--- config.mk ---
export PLATFORM = sky130hd
export DESIGN_NAME = mips_hazard_ctrl
export DESIGN_NICKNAME = d
export VERILOG_FILES = /design/src/rtl/mips_hazard_ctrl.sv
export SDC_FILE = /design/constraint.sdc
export NUM_CORES = 1
export LEC_CHECK = 0
export ABC_AREA = 1
export BUFFER_PORTS_ARGS = -buffer_cell sky130_fd_sc_hd__buf_2
export CORE_MARGIN = 2
export CORE_UTILIZATION = 55
export CTS_CLUSTER_DIAMETER = 120
export DETAILED_ROUTE_END_ITERATION = 12
export PLACE_DENSITY_LB_ADDON = 0.05
export SYNTH_ARGS = -nofsm -noshare
export SYNTH_HDL_FRONTEND = slang
export SYNTH_SLANG_ARGS = --single-unit
--- constraint.sdc ---
create_clock -name CLK -period 2.9 [get_ports CLK]
set_clock_uncertainty 0.2 [all_clocks]
set_input_delay 0.435 -clock CLK [delete_from_list [all_inputs] [get_ports CLK]]
set_output_delay 0.435 -clock CLK [all_outputs]
set_load 0.02 [all_outputs]
--- src/rtl/mips_hazard_ctrl.sv ---
// Hazard controller for the 5-stage MIPS pipeline: stage enables, bubbles,
// flushes, EX forwarding selects, data-memory wait tracking and stall counting.
module mips_hazard_ctrl #(
  parameter int MEM_TIMEOUT = 64,
  parameter int CNT_W       = 16
) (
  input  logic             CLK,
  input  logic             RST_N,
  input  logic             MemReadEX,
  input  logic [4:0]       RtEX,
  input  logic [4:0]       RsEX,
  input  logic [4:0]       RsID,
  input  logic [4:0]       RtID,
  input  logic             BranchTakenID,
  input  logic             DmemReq,
  input  logic             DmemReady,
  input  logic             RegWriteMEM,
  input  logic [4:0]       RdMEM,
  input  logic             RegWriteWB,
  input  logic [4:0]       RdWB,
  output logic             PCWrite,
  output logic             IFIDWrite,
  output logic             IFIDFlush,
  output logic             IDEXWrite,
  output logic             IDEXBubble,
  output logic             EXMEMWrite,
  output logic             MEMWBBubble,
  output logic [1:0]       ForwardA,
  output logic [1:0]       ForwardB,
  output logic             TimeoutErr,
  output logic [CNT_W-1:0] StallCount
);

  localparam int WCNT_W = $clog2(MEM_TIMEOUT + 1);
  localparam logic [WCNT_W-1:0] WAIT_MAX = WCNT_W'(MEM_TIMEOUT);

  typedef enum logic [1:0] {RUN, LDSTALL, MEMWAIT} state_t;

  state_t             state_q, state_d;
  logic [WCNT_W-1:0]  wait_cnt_q, wait_cnt_d;
  logic               timeout_err_q, timeout_err_d;
  logic [CNT_W-1:0]   stall_cnt_q, stall_cnt_d;

  logic memhold;
  logic loaduse;

  assign memhold = DmemReq & ~DmemReady;
  assign loaduse = MemReadEX & (RtEX != 5'd0) & ((RtEX == RsID) | (RtEX == RtID));

  // The RUN rules apply in every state; state only tracks the wait counter.
  // Outputs are held at their idle defaults while reset is asserted.
  always_comb begin
    PCWrite     = 1'b1;
    IFIDWrite   = 1'b1;
    IFIDFlush   = 1'b0;
    IDEXWrite   = 1'b1;
    IDEXBubble  = 1'b0;
    EXMEMWrite  = 1'b1;
    MEMWBBubble = 1'b0;
    ForwardA    = 2'b00;
    ForwardB    = 2'b00;
    if (RST_N) begin
      if (memhold) begin
        PCWrite     = 1'b0;
        IFIDWrite   = 1'b0;
        IDEXWrite   = 1'b0;
        EXMEMWrite  = 1'b0;
        MEMWBBubble = 1'b1;
      end else if (loaduse) begin
        PCWrite    = 1'b0;
        IFIDWrite  = 1'b0;
        IDEXBubble = 1'b1;
      end else if (BranchTakenID) begin
        IFIDFlush = 1'b1;
      end

      if (RegWriteMEM && RdMEM != 5'd0 && RdMEM == RsEX)
        ForwardA = 2'b10;
      else if (RegWriteWB && RdWB != 5'd0 && RdWB == RsEX)
        ForwardA = 2'b01;

      if (RegWriteMEM && RdMEM != 5'd0 && RdMEM == RtEX)
        ForwardB = 2'b10;
      else if (RegWriteWB && RdWB != 5'd0 && RdWB == RtEX)
        ForwardB = 2'b01;
    end
  end

  always_comb begin
    state_d       = RUN;
    wait_cnt_d    = '0;
    timeout_err_d = timeout_err_q;
    stall_cnt_d   = stall_cnt_q;

    if (memhold) begin
      state_d = MEMWAIT;
      if (state_q == MEMWAIT)
        wait_cnt_d = (wait_cnt_q == WAIT_MAX) ? wait_cnt_q : wait_cnt_q + WCNT_W'(1);
      else
        wait_cnt_d = WCNT_W'(1);
      if (wait_cnt_d == WAIT_MAX)
        timeout_err_d = 1'b1;
    end else if (loaduse) begin
      state_d = LDSTALL;
    end

    if (!PCWrite && stall_cnt_q != '1)
      stall_cnt_d = stall_cnt_q + CNT_W'(1);
  end

  always_ff @(posedge CLK or negedge RST_N) begin
    if (!RST_N) begin
      state_q       <= RUN;
      wait_cnt_q    <= '0;
      timeout_err_q <= 1'b0;
      stall_cnt_q   <= '0;
    end else begin
      state_q       <= state_d;
      wait_cnt_q    <= wait_cnt_d;
      timeout_err_q <= timeout_err_d;
      stall_cnt_q   <= stall_cnt_d;
    end
  end

  assign TimeoutErr = timeout_err_q;
  assign StallCount = stall_cnt_q;

endmodule

# Word-level counts from Yosys, hierarchy flattened
# Index checks and enable logic that the tools add are counted.
# totals
elab_cells,59
in_bits,38
ff_bits,26
out_inout_bits,28
# op_classes
n_reduce_logical,12
n_eq_ne,10
n_mux,26
bitwise_logic,5
addsub,2
# op_table
operator,n
equality test 5 bit,6
two-way mux 7 bit,4
two-way mux 1 bit,17
adder 16 x 1 -> 16 bit (second input constant),1
!= test 16 bit (second input constant),1
nonzero test 5 bit,3
equality test 7 bit (second input constant),2
two-way mux 2 bit,5
adder 7 x 1 -> 7 bit (second input constant),1
logical AND 1 bit,7
AND 1 bit,3
equality test 2 bit (second input constant),1
AND reduction 2 bit,1
logical NOT 1 bit,1
inverter 1 bit,1
OR 1 bit,1

# Depth between registers and ports, before layout
# Gate-level depths: netlist (run 1).
# logic_depth
word_depth,8
ltp_mapped,13
ltp_nobuf,11

# Worst setup path after synthesis (run 1)
# Ideal clock, no wire load.
# synth_timing
kind,input port to output port
start,input port RtEX[0]
end,output port PCWrite
required_ns,2.265
stages,12
n_path_buf,3
setup_slack_ns,0.647
arrival_ns,1.618
path_cell_list,buf_2 -> inv_2 -> nand2_1 -> nand2_1 -> nor2_1 -> nand3_1 -> nand2_2 -> nand2_4 -> nand2_8 -> buf_4 -> nand2_1 -> buf_4
# synth_via
elab_chain_len,6
elab_cells_between_ends,9
cone_classes,eq/ne (2); mux (3); bitwise (3); reduce/logical (1)
# synth_lines
item,line,rtl
"start, declared",10,"input logic [4:0] RtEX,"
equality test 5 bit / nonzero test 5 bit (equally long branches),48,assign loaduse = MemReadEX & (RtEX != 5'd0) & ((RtEX == RsID) | (RtEX == RtID));
OR 1 bit / AND 1 bit (equally long branches),48,
AND 1 bit (*),48,
two-way mux 1 bit (*) (3 in series),-,
"end, declared",21,"output logic PCWrite,"
# Every way passes the cells marked *; elsewhere a longest branch is shown, timed or not.

# Worst setup path in the final report (run 1)
# layout_timing
start,input port RST_N
end,output port ForwardA[0]
# layout_via
elab_chain_len,1
# layout_lines
item,line,rtl
"start, declared",8,"input logic RST_N,"
two-way mux 2 bit,62,if (RST_N) begin
"end, declared",28,"output logic [1:0] ForwardA,"
# No other way between the ends.

==> results.ini, run 1 <==
[logic_synthesis]
yosysWarningCount=0
synthXorXnorAreaFrac=0.152
synthCells=299
ys_seq_elements=26
synth_top_family_by_area=simple AND/OR/NAND/NOR gates
synth_mux_area_frac=0
syn_area_mm2=0.00207
synth-simple-area-share=0.398
synth_area_per_cell_um2=6.92
ys_seq_area_frac=0.315
yosysUniqueCellTypes=29
syn_nets=340
synth_fa_ha_area_frac=0.0181
synth_compound_gate_area_share=0.0188

[timing]
worst_slew_pin_slew_ps=489
whs_ps=258
min_period_over_period=0.857
maxSlewHeadroom=0.673
rsz0062_at_grt=no
min_period_ps=2490
tns_ps=0
setup-violations-final=0
drv_slew=0
hold_viol_final=0
fmax_mhz=402

[detailed_routing]
via_count=2045
vias_per_cell=4.99
route.detailed.drc=0
drtPass1Iterations=4
drtAntennaViolNets=0
finalWirelength_um=4700
wl_per_cell_um=11.5
initialDrtViolationCount=90

[placed_design]
portBuffers=65
gp_congestion=0.842
dp_hpwl_um=3730
placed_area_mm2=0.00242

[worst_setup_path]
worst_setup_path_end_kind=output port
crit_fanout=14
r2r_start=StallCount[0]
arrival_ps=1850
r2r_end=StallCount[13]
rrSetupSlack_ps=760
reg2reg_depth=7
cp-start-kind=input pin
worstSetupPathType=input pin to output port
crit_required_ps=2270

[final_layout]
fin_area_mm2=0.00247
areaGrowthSynthToFinish_pct=19.5
layout_common_cells=87 x nand2_1, 65 x buf_2, 38 x nor2_1
layout_commonest_cell=nand2_1
nNetsFinal=405
n_fill_cell=348
insertedDiodeCount=0
drive_above_1_share=0.232

[power_and_ir_drop]
power_leakage_nw=1.37
pwr-share-comb=0.285
power_frac_clock=0.235
ir_drop_mv=0.205
p_sw_uw=293
swShare=0.337
power_density_mw_per_mm2=352
seq_power_share=0.479
p_int_uw=576

[floorplanning]
rows=22
die_y_um=65.3
die_w_um=65.3
die_area_mm2=0.00427
ioPinCount=66
fp.coreArea_mm2=0.00363
start_util=0.569

[global_routing]
grt_usage=0.237
grt-ovfl-total=0
grt_max_degree=24
antenna_found_initial=0
grt_pass1_vias=1951
grt_pass1_wl_um=8170

[cts]
clock_latency_ps=270
cts_inserted_buffers=3
h-tree-depth=1
clock_sinks=26
cts-root-buf=clkbuf_8
clkSlewWorstSetupHoldPaths_ps=80
cts_tree=built
clockBufferDepth=2

[worst_hold_path]
holdPathStages=3
worstHoldPathType=input pin to register
hp-start=DmemReady
whs_endpoint=state_q[1]

[status]
status=finished, final reports clean

[job]
cap_violations=0

## cell usage after synthesis
cell type	n	area (µm²)
nand2_1	87	327
nor2_1	38	143
inv_1	33	124
dfrtp_1	26	651
nand4_1	23	144
xor2_1	21	184
xnor2_1	15	131
nand3_1	12	60.1
nor3_1	7	35.0
inv_2	6	22.5
buf_2	3	15.0
buf_4	3	22.5
ha_1	3	37.5
o21ai_0	3	15.0
a21oi_1	2	10.0
clkbuf_1	2	7.51
nand3b_1	2	15.0
nor4_1	2	12.5
buf_6	1	11.3
nand2_2	1	6.26
nand2_4	1	11.3
nand2_8	1	20.0
nand3_2	1	10.0
nand3_4	1	17.5
nor3_2	1	10.0
o21ai_1	1	5.00
o41ai_1	1	8.76
or2_1	1	6.26
or2_2	1	6.26
## per-stage QoR
step,setup slack [ps],instances,util,power (mW)
global placement,807,406,0.666,0.665
global route,230,410,0.680,0.917
detailed placement,778,406,0.666,0.673
finish,414,410,0.680,0.869
floorplan,647,299,-,0.577
CTS,391,410,0.680,0.875
## flip-flops by register name, summed over array words and instances (netlist names)
name / cells
StallCount: 16
wait_cnt_q: 7
TimeoutErr: 1
state_q: 2
## critical path: stages
cell and delay (ps):
dlygate4sd3_1 520, buf_2 280, o21ai_0 140, a21oi_1 130, nand3_1 80, nor2_1 90, buf_2 170
## power by group through the flow
stage | registers, mW | clock network [mW] | logic (mW)
2_1_floorplan | 0.446 | 0 | 0.131
3_3_place_gp | 0.423 | 0 | 0.242
3_5_place_dp | 0.424 | 0 | 0.249
4_1_cts | 0.417 | 0.208 | 0.251
5_1_grt | 0.421 | 0.218 | 0.277
6_report | 0.417 | 0.205 | 0.248
## kinds of logic (layout without fill, tap and decap cells)
group | after synthesis | count (layout)
simple gates | 179 | 179
compound gates | 7 | 7
flops | 26 | 26
xor+xnor | 36 | 36
fa+ha+maj | 3 | 3
buf+inv | 48 | 111
## worst max-delay path by stage
| stage | from | to | slack (ps) |
|---|---|---|---|
| 2_1_floorplan | RtEX[0] | PCWrite | 650 |
| 3_3_place_gp | RtEX[3] | IFIDFlush | 810 |
| 3_5_place_dp | StallCount[0] | StallCount[13] | 780 |
| 4_1_cts | RST_N | ForwardA[0] | 390 |
| 5_1_grt | RST_N | ForwardA[0] | 230 |
| 6_report | RST_N | ForwardA[0] | 410 |
## repair_timing
item | in CTS | in global routing
buffers inserted | 0 | 0
resized for setup | 0 | 0
hold buffers | 1 | 0
hold endpoints to repair | 10 | 0
## layer usage
layer	routed length (µm)	GRT usage
met5	0	0
met3	222	0.0360
met4	44	0.0599
met1	2230	0.312
met2	2210	0.409
## layout make-up
class	count	area (µm²)	share of cell area
clock buffer	3	41.3	0.0167
inverter	39	146	0.0592
multi-input combinational	225	1210	0.492
sequential	26	651	0.263
tap	48	60.1	0.0243
timing repair buffer	69	358	0.145
(Power assumes the default switching activity.)
==> inputs of run 2 (changes only) <==
- CELL_PAD_IN_SITES_DETAIL_PLACEMENT: default -> 0
- CELL_PAD_IN_SITES_GLOBAL_PLACEMENT: default -> 1
- CORE_UTILIZATION: 55 -> 38
==> results.ini, run 2 (synthesized netlist as in run 1, its figures left out) <==
[timing]
setup-violations-final=0  ; unchanged
min_period_over_period=0.812  ; -0.0448
drv_slew=0  ; unchanged
worst_slew_pin_slew_ps=542  ; +52.9 ps
rsz0062_at_grt=no
fmax_mhz=424  ; +5.5%
hold_viol_final=0  ; unchanged
min_period_ps=2360  ; -130 ps
tns_ps=0  ; unchanged
maxSlewHeadroom=0.637  ; -0.0354

[floorplanning]
die_y_um=77.8  ; +19%
rows=26  ; +18%
die_w_um=77.8  ; +19%
fp.coreArea_mm2=0.00517  ; +42%
die_area_mm2=0.00605  ; +42%
ioPinCount=66  ; unchanged
start_util=0.400  ; -0.169

[job]
cap_violations=0  ; unchanged

[worst_setup_path]
rrSetupSlack_ps=730  ; -30 ps
max_stage_delay_ps=530  ; about the same
cp-start-kind=input pin
r2r_start=StallCount[0]
reg2reg_depth=7  ; unchanged
crit_top_cell=buf_2
worstSetupPathType=input pin to output port
path_cells=dlygate4sd3_1 -> buf_2 -> buf_4 -> nand2_1 -> nor2_1 -> buf_2
crit_family=buffers and inverters
crit_buf_inv=4  ; +1
r2r_end=StallCount[0]
crit_fanout=22  ; +8
arrival_ps=1720  ; -130 ps
worst_setup_path_end_kind=output port
cp_num_cells=6  ; -1
crit_required_ps=2270  ; about the same
cpMaxStageDelayCell=dlygate4sd3_1

[global_routing]
grt_pass1_wl_um=8330  ; +1.9%
grt-ovfl-total=0  ; unchanged
grt_usage=0.167  ; -0.0705
grt_pass1_vias=1809  ; -7.3%
antenna_found_initial=0  ; unchanged
grt_max_degree=24  ; unchanged

[cts]
cts_tree=built
clock_latency_ps=270  ; about the same
h-tree-depth=1  ; unchanged
cts_inserted_buffers=3  ; unchanged
post_cts_buffers=0  ; unchanged
clock_sinks=26  ; unchanged
cts-root-buf=clkbuf_8
clkSlewWorstSetupHoldPaths_ps=90  ; about the same
clockBufferDepth=2  ; unchanged

[final_layout]
areaGrowthSynthToFinish_pct=20.4
n_fill_cell=535  ; +54%
largest_register_ffs=16  ; unchanged
register_area_um2=651  ; unchanged
layout_common_cells=87 x nand2_1, 65 x buf_2, 38 x nor2_1
layout_commonest_cell=nand2_1
insertedDiodeCount=0  ; unchanged
nNetsFinal=404  ; -0.25%
postLayoutCoreUtil=0.482  ; -0.198
drive_above_1_share=0.230  ; -0.00213
multi_input_area_mm2=0.00121  ; unchanged

[detailed_routing]
drtAntennaViolNets=0  ; unchanged
via_count=2049  ; +0.20%
route.detailed.drc=0  ; unchanged
initialDrtViolationCount=119  ; +32%
wl_per_cell_um=11.4  ; -0.16%
vias_per_cell=4.75  ; -4.7%
finalWirelength_um=4930  ; +5.0%
drtPass1Iterations=4  ; unchanged

[power_and_ir_drop]
power_density_mw_per_mm2=349  ; -0.65%
ir_drop_mv=0.188  ; -8.1%
power_leakage_nw=1.37  ; -0.37%

[placed_design]
portBuffers=65  ; unchanged
dp_hpwl_um=3900  ; +4.6%
gp_congestion=0.822  ; -2.3%

[worst_hold_path]
worstHoldPathType=input pin to register
holdPathStages=2  ; -1
whs_endpoint=state_q[1]
hp-start=DmemReady

[status]
status=finished, final reports clean

## run 2: cell types whose count changed in the layout (fill, tap and decap cells not counted), sizes merged
| cell | before | now |
|---|---|---|
| buf | 68 | 67 |
## run 2: final cells by class
type | instances | area share
Sequential cell | 26 | 0.261
Clock buffer | 3 | 0.0166
Tap cell | 70 | 0.0352
Timing Repair Buffer | 68 | 0.141
Inverter | 39 | 0.0588
Multi-Input combinational cell | 225 | 0.488
## run 2: where the power goes
part           switching [mW]  internal, mW
sequential             0.0289         0.386
combinational           0.150        0.0962
clock                   0.116        0.0932
## run 2: routing by layer
| metal | GRT usage | routed length (µm) | vias to the layer above |
|---|---|---|---|
| li1 | - | - | 1073 |
| met1 | 0.246 | 2500 | 916 |
| met2 | 0.263 | 2150 | 56 |
| met3 | 0.0233 | 253 | 4 |
| met4 | 0.0268 | 29 | 0 |
| met5 | 0 | 0 | - |
## run 2: worst max-delay path by stage
stage / from / to
2_1_floorplan: RtEX[0] / PCWrite
3_3_place_gp: DmemReady / IFIDWrite
3_5_place_dp: DmemReady / PCWrite
4_1_cts: RST_N / IFIDFlush
5_1_grt: RST_N / IFIDFlush
6_report: RST_N / IFIDFlush
## run 2: worst reg2reg max path, stage by stage, from the launching register on
cell and delay, ps:
dfrtp_1 430, ha_1 210, nand3_1 170, nor3_2 250
nand3_2 380, nand3_4 350, nand2_1 80, nand2_1 60
## run 2: what timing repair did
| item | in CTS | in global routing |
|---|---|---|
| hold endpoints to repair | 10 | 0 |
| resized for setup | 0 | 0 |
| hold buffers | 1 | 0 |
## run 2: per-stage QoR
step / hold slack [ps] / cells / worst slack (ps) / cell area (µm²) / power (mW)
floorplan: -60.6 / 299 / 647 / 2070 / 0.577
global placement: 244 / 427 / 681 / 2440 / 0.670
detailed placement: 245 / 427 / 695 / 2440 / 0.671
CTS: 218 / 431 / 518 / 2490 / 0.881
global route: 230 / 431 / 390 / 2490 / 0.928
finish: 218 / 431 / 544 / 2490 / 0.871
==> inputs of run 3 (changes only) <==
- CORE_UTILIZATION: 38 -> 35
- clock period: 2.9 -> 2.4 ns (I/O delays scaled with it)
==> results.ini, run 3 (synthesized netlist as in run 1, its figures left out) <==
[timing]
maxSlewHeadroom=0.636  ; -0.00142
worst_slew_pin_slew_ps=544  ; +2.12 ps
setup-violations-final=0  ; unchanged
tns_ps=0  ; unchanged
whs_ps=207  ; -11.1 ps
min_period_ps=2290
min_period_over_period=0.953
rsz0062_at_grt=no
fmax_mhz=437
fin_ws_ps=114  ; -430 ps
hold_viol_final=0  ; unchanged
drv_slew=0  ; unchanged

[detailed_routing]
route.detailed.drc=0  ; unchanged
via_count=2006  ; -2.1%
wl_per_cell_um=11.8  ; +3.2%
initialDrtViolationCount=84  ; -29%
drtAntennaViolNets=0  ; unchanged
drtPass1Iterations=4  ; unchanged
finalWirelength_um=5150  ; +4.4%
vias_per_cell=4.60  ; -3.2%

[worst_setup_path]
cpMaxStageDelayCell=dlygate4sd3_1
worst_setup_path_end_kind=output port
worstSetupPathType=input pin to output port
path_cells=dlygate4sd3_1 -> buf_2 -> buf_4 -> nand2_1 -> nor2_1 -> buf_2
arrival_ps=1730  ; about the same
cp-start-kind=input pin
max_stage_delay_ps=520  ; about the same
crit_top_cell=buf_2
crit_required_ps=1840  ; -430 ps
crit_fanout=28  ; +27%

[power_and_ir_drop]
power_leakage_nw=1.39  ; +1.7%
power_density_mw_per_mm2=465  ; +33%
ir_drop_mv=0.284  ; +51%
total_power_mw=1.18  ; +36%

[final_layout]
layout_common_cells=87 x nand2_1, 65 x buf_2, 38 x nor2_1
drive_above_1_share=0.236  ; +0.00635
fin_area_mm2=0.00254  ; +1.9%
areaGrowthSynthToFinish_pct=22.7
nNetsFinal=406  ; +0.50%
layout_commonest_cell=nand2_1
insertedDiodeCount=0  ; unchanged
postLayoutCoreUtil=0.453  ; -0.0289
largest_register_ffs=16  ; unchanged
stdcell_count=436  ; +1.2%

[cts]
clockBufferDepth=2  ; unchanged
h-tree-depth=1  ; unchanged
cts.repair.resized=0  ; unchanged
cts-root-buf=clkbuf_8
clock_latency_ps=280  ; about the same
post_cts_buffers=0  ; unchanged
cts_inserted_buffers=3  ; unchanged
clock_sinks=26  ; unchanged
clkSlewWorstSetupHoldPaths_ps=90  ; about the same
cts_tree=built

[floorplanning]
fp.coreArea_mm2=0.00561  ; +8.4%
start_util=0.369  ; -0.0310
ioPinCount=66  ; unchanged
die_w_um=80.9  ; +4.0%
die_area_mm2=0.00654  ; +8.1%
rows=27  ; +3.8%
die_y_um=80.9  ; +4.0%

[global_routing]
grt_usage=0.164  ; -0.00278
grt_pass1_vias=1920  ; +6.1%
grt_pass1_wl_um=8550  ; +2.7%
grt_max_degree=29  ; +21%
grt-ovfl-total=0  ; unchanged
antenna_found_initial=0  ; unchanged

[placed_design]
portBuffers=65  ; unchanged
dp_hpwl_um=4120  ; +5.7%
placed_area_mm2=0.00246  ; +0.72%
placedCellCount=431  ; +0.94%
dp_slack_ps=375  ; -320 ps
gp_congestion=0.833  ; +1.3%

[status]
status=finished, final reports clean

[job]
cap_violations=0  ; unchanged

[worst_hold_path]
worstHoldPathType=input pin to register

## run 3: final cells by class
class | instances | area, µm²
fillers | 610 | 3070
multi-input cells | 225 | 1210
flip-flops and latches | 26 | 651
repair buffers | 70 | 365
inverters | 39 | 146
well taps | 72 | 90.1
clock buffers | 3 | 41.3
clock inverters | 1 | 30.0
## run 3: where the power goes
part | total, mW | internal (mW) | switching, mW
combinational | 0.301 | 0.117 | 0.184
sequential | 0.504 | 0.467 | 0.0370
clock | 0.377 | 0.223 | 0.153
total | 1.18 | 0.807 | 0.375
## run 3: worst max-delay path, delay by kind of cell
family / cells / cell delay [ps]
buf+inv: 4 / 1190
simple gates: 2 / 180
## run 3: worst paths after layout
kind                                      end  slack, ps  depth (start not counted)           from
worst min-delay path               state_q[1]        210                          3      DmemReady
worst min register to register     TimeoutErr        270                          2     TimeoutErr
worst max register to register  StallCount[0]        380                          7  StallCount[0]
min in group asynchronous       StallCount[9]        440                          3          RST_N
max in group asynchronous       wait_cnt_q[5]       1250                          3          RST_N
worst max-delay path                IFIDFlush        110                          6          RST_N
## run 3: repair_timing
action | CTS | global route
setup endpoints to repair | 0 | 0
hold buffers | 1 | 0
hold endpoints to repair | 26 | 0
## run 3: per-layer routing
layer  vias to the layer above  routed length, µm  share of wire  GRT usage
met2                        47               2300           0.45      0.262
met3                         2                220          0.043     0.0233
met1                       886               2610           0.51      0.237
li1                       1071                  -              -          -
met5                         -                  0              0          0
met4                         0                 23         0.0045     0.0305
